**src/rtl/instr_encoder.sv**
```systemverilog
// Encodes symbolic ADD/SUB/AND/OR/SLT/BEQ/ADDI/SLTI requests into MIPS words
// and writes them sequentially into instruction memory until it is full.
module instr_encoder #(
    parameter int ADDR_WIDTH = 5
) (
    input  logic                  clk_i,
    input  logic                  rst_i,
    input  logic                  clear_i,
    input  logic                  req_valid_i,
    output logic                  req_ready_o,
    input  logic [2:0]            req_op_i,
    input  logic [4:0]            req_rs_i,
    input  logic [4:0]            req_rt_i,
    input  logic [4:0]            req_rd_i,
    input  logic [15:0]           req_imm_i,
    output logic                  mem_we_o,
    output logic [31:0]           mem_addr_o,
    output logic [31:0]           mem_data_o,
    input  logic                  mem_ack_i,
    output logic [ADDR_WIDTH:0]   count_o,
    output logic                  full_o
);

    localparam logic [ADDR_WIDTH:0] DEPTH = {1'b1, {ADDR_WIDTH{1'b0}}};

    typedef enum logic [1:0] {
        IDLE  = 2'd0,
        WRITE = 2'd1,
        FULL  = 2'd2
    } state_t;

    state_t                state_q, state_d;
    logic [ADDR_WIDTH:0]   count_q, count_d;
    logic [ADDR_WIDTH-1:0] addr_q, addr_d;
    logic [31:0]           data_q, data_d;
    logic [ADDR_WIDTH:0]   count_inc;

    function automatic logic [31:0] encode(
        input logic [2:0]  op,
        input logic [4:0]  rs,
        input logic [4:0]  rt,
        input logic [4:0]  rd,
        input logic [15:0] imm
    );
        logic [5:0]  funct;
        logic [5:0]  opcode;
        logic [31:0] word;
        funct  = 6'h00;
        opcode = 6'h00;
        case (op)
            3'd0:    funct  = 6'h20;
            3'd1:    funct  = 6'h22;
            3'd2:    funct  = 6'h24;
            3'd3:    funct  = 6'h25;
            3'd4:    funct  = 6'h2A;
            3'd5:    opcode = 6'b000100;
            3'd6:    opcode = 6'b001000;
            default: opcode = 6'b001010;
        endcase
        if (op <= 3'd4) begin
            word = {6'b000000, rs, rt, rd, 5'b00000, funct};
        end else begin
            word = {opcode, rs, rt, imm};
        end
        return word;
    endfunction

    assign count_inc = count_q + 1'b1;

    always_comb begin
        state_d = state_q;
        count_d = count_q;
        addr_d  = addr_q;
        data_d  = data_q;
        // clear wins over everything, including an ack in the same cycle
        if (clear_i) begin
            state_d = IDLE;
            count_d = '0;
        end else begin
            case (state_q)
                IDLE: begin
                    if (req_valid_i) begin
                        data_d  = encode(req_op_i, req_rs_i, req_rt_i, req_rd_i, req_imm_i);
                        addr_d  = count_q[ADDR_WIDTH-1:0];
                        state_d = WRITE;
                    end
                end
                WRITE: begin
                    if (mem_ack_i) begin
                        count_d = count_inc;
                        state_d = (count_inc == DEPTH) ? FULL : IDLE;
                    end
                end
                FULL:    state_d = FULL;
                default: state_d = IDLE;
            endcase
        end
    end

    always_ff @(posedge clk_i or negedge rst_i) begin
        if (!rst_i) begin
            state_q <= IDLE;
            count_q <= '0;
            addr_q  <= '0;
            data_q  <= '0;
        end else begin
            state_q <= state_d;
            count_q <= count_d;
            addr_q  <= addr_d;
            data_q  <= data_d;
        end
    end

    // Handshake outputs depend on state alone, never on valid/ack
    assign req_ready_o = (state_q == IDLE);
    assign mem_we_o    = (state_q == WRITE);
    assign mem_addr_o  = {{(30 - ADDR_WIDTH){1'b0}}, addr_q, 2'b00};
    assign mem_data_o  = data_q;
    assign count_o     = count_q;
    assign full_o      = (count_q == DEPTH);

endmodule
```
**config.mk**
```make
export PLATFORM = sky130hd
export DESIGN_NAME = instr_encoder
export DESIGN_NICKNAME = d
export VERILOG_FILES = /design/src/rtl/instr_encoder.sv
export SDC_FILE = /design/constraint.sdc
export NUM_CORES = 1
export LEC_CHECK = 0
export CAP_MARGIN = 20
export CORE_MARGIN = 1.5
export CORE_UTILIZATION = 39
export DETAILED_ROUTE_END_ITERATION = 7
export GPL_TIMING_DRIVEN = 0
export HOLD_SLACK_MARGIN = 0.1
export PLACE_DENSITY = 0.83
export SYNTH_ARGS = -nofsm -noshare
export SYNTH_HDL_FRONTEND = slang
export SYNTH_SLANG_ARGS = --single-unit
```
**constraint.sdc**
```tcl
create_clock -name clk_i -period 2.23 [get_ports clk_i]
set_input_delay 0.446 -clock clk_i [delete_from_list [all_inputs] [get_ports clk_i]]
set_output_delay 0.446 -clock clk_i [all_outputs]
set_load 0.02 [all_outputs]
```
==> results.cfg <==
[floorplan]
die_area_um2 = 5893
ios = 112
die_w_um = 76.77
die_y_um = 76.77
initial_core_util = 0.4103
core_area_um2 = 5172
rows = 26

[layout]
n_antenna_cell = 0
drive_above_1_share = 0.1462
mostFrequentLayoutCells = clkdlybuf4s50_1, nand2_1, dfrtp_1
final_common_cell = clkdlybuf4s50_1
final_cell_area_um2 = 3231
final_nets = 383
area_growth_syn_to_layout_pct = 52.24
fill_cells = 441

[clocking]
clock-sinks = 42
clk_pin_slew_ns = 0.08
cts_hold_buffers = 0
clk_latency_ns = 0.29
clock_path_buffers = 2
cts_htree_levels = 2
cts_buffers = 5
cts_root_buf = clkbuf_8
tritoncts = yes

[logic_synthesis]
ys_seq_elements = 42
synth_fa_ha_area_frac = 0.01769
synthSimpleGateAreaFrac = 0.1910
synth_edf_count = 0
syn-cell-area_um2 = 2122
synth_top_family_by_area = simple AND/OR/NAND/NOR gates
synth_mux_area_frac = 0.02889
synth_cells = 226
postSynth.topFlopCell = dfrtp_1
ys_async_sr_fraction = 1.000
seq_area_frac_synth = 0.4953
yosys.area_share.xor_xnor = 0.02064
syn_avg_cell_area_um2 = 9.390
synth_compound_area_frac = 0.1061
synth_cell_types = 40
yosys_warnings = 0

[grt]
grt_start_max_net_pins = 25
grt-ovfl-total = 0
grt_pass1_wl_um = 8321
antenna_found_initial = 0
grt_pass1_vias = 1793
grt.total_usage = 0.1761

[worst_setup_path]
path_max_fanout = 8
arrival_ns = 1.60
regToRegStartpoint = count_o[0]$_DFFE_PN0P_
startpoint = count_o[0]$_DFFE_PN0P_
cp-end-kind = primary output
r2r-end = state_q[1]$_DFFE_PN0P_
start_kind = flip-flop
worstRegToRegCells = 4
crit_type = flip-flop to primary output
rrSetupSlack_ns = 0.31
required_ns = 1.78

[timing]
setup_viol = 0
finClkSkew_ns = 0.006962
drv_slew = 0
fin_crit_sh = 0.9153
rsz0062_at_grt = false
hold_viol = 0
min_period_ns = 2.041
fmax_ghz = 0.4900

[worst_hold_path]
min_path_type = input pin to asynchronous set/reset pin

[placement]
io_buffer_count = 78
gp_congestion = 0.8003
dp_hpwl_um = 3861
dpl_cell_area_um2 = 3122

[detailed_routing]
dr.pass1.iters = 4
ant_nets = 0
wl_um = 4977
first_iter_violations = 54
vias = 1867
drc = 0
post_drt_wl_per_cell_um = 12.08
via_per_inst = 4.532

[power_and_ir_drop]
power_density_nw_per_um2 = 647.9
vdd_drop_max_v = 0.0003205
p_leak_nw = 1.548
finalPower_mw = 2.093

[run]
drv_cap = 0

[outcome]
status = complete, no violations
[synthesized netlist by cell type, types with 2 or more instances]
cell	number	area share
o21ai_0	3	0.0071
ha_1	3	0.018
a211oi_1	2	0.0071
dfrtp_1	42	0.50
and2b_2	2	0.0083
buf_2	2	0.0047
buf_4	30	0.11
o21ai_1	5	0.012
xor2_1	2	0.0083
nand2_1	56	0.099
o31ai_1	2	0.0071
a22o_1	6	0.025
inv_1	2	0.0035
nand3_1	4	0.0094
nand3b_1	2	0.0071
a21oi_1	10	0.024
xnor2_1	3	0.012
mux2i_1	5	0.024
clkbuf_1	7	0.012
nor2_1	17	0.030
or3_1	2	0.0059
[layout make-up]
cell class                 count  area [µm²]  area share
sequential                    42        1051      0.3253
multi-input combinational    170       885.9      0.2742
timing repair buffer          79       802.0      0.2483
buffer                        41       286.5     0.08869
clock buffer                   8       110.1     0.03408
tap                           70       87.58     0.02711
inverter                       2       7.507    0.002324
[what timing repair did]
item / in CTS / in global routing
resized for setup: 1 / 0
endpoints found under the setup margin: 1 / 0
setup buffers: 0 / 0
hold endpoints to repair: 0 / 0
[metrics by stage]
step	utilization	hold slack [ns]	setup WS (ns)	setup TNS, ns	instances
2_1_floorplan	-	0.1504	0.3546	0	255
3_3_place_gp	0.5992	0.4543	-0.3948	-16.52	403
3_5_place_dp	0.6035	0.4320	0.04063	0	404
4_1_cts	0.6246	0.1137	0.1492	0	412
5_1_grt	0.6246	0.1345	0.05987	0	412
6_report	0.6246	0.1094	0.1890	0	412
[registers in the layout (all words and copies together) (netlist names)]
name / count
mem_data_o: 29
addr_q: 5
state_q: 2
count_o: 6
[power breakdown]
| part | internal (mW) | switching, mW | leakage, nW |
|---|---|---|---|
| registers | 0.850 | 0.0518 | 0.538 |
| clock network | 0.313 | 0.249 | 0.0575 |
| logic | 0.310 | 0.319 | 0.953 |
| total | 1.47 | 0.621 | 1.55 |
[cell families after synthesis]
kind of cell | count (synthesis)
DFF | 42
xor gates and xnor gates | 5
other | 1
buffers and inverters | 43
adders and majority gates | 3
AOI/OAI and AO/OA | 34
and+or+nand+nor | 92
muxes | 6
[routing by layer]
metal,track usage,up-vias,part of all wire
met3,0.06071,4,0.079
met2,0.3062,79,0.50
li1,-,918,-
met4,0.03889,0,0.0034
met5,0,-,0
met1,0.2088,866,0.42
[worst max-delay path, cell delays in order (launching register included)]
cell and delay [ns]:
dfrtp_1 0.47, inv_1 0.12, ha_1 0.16, nand2_1 0.05
nor4_1 0.15, dlygate4sd2_1 0.36
[worst max path at each step]
stage	to	cells past startpoint
final	full_o	5
after global routing	full_o	5
after CTS	full_o	5
after detailed placement	mem_data_o[4]$_DFFE_PN0P_	5
after global placement	mem_data_o[23]$_DFFE_PN0P_	1
after floorplan	state_q[1]$_DFFE_PN0P_	4
Note: power is estimated with default switching activity, not from simulation.
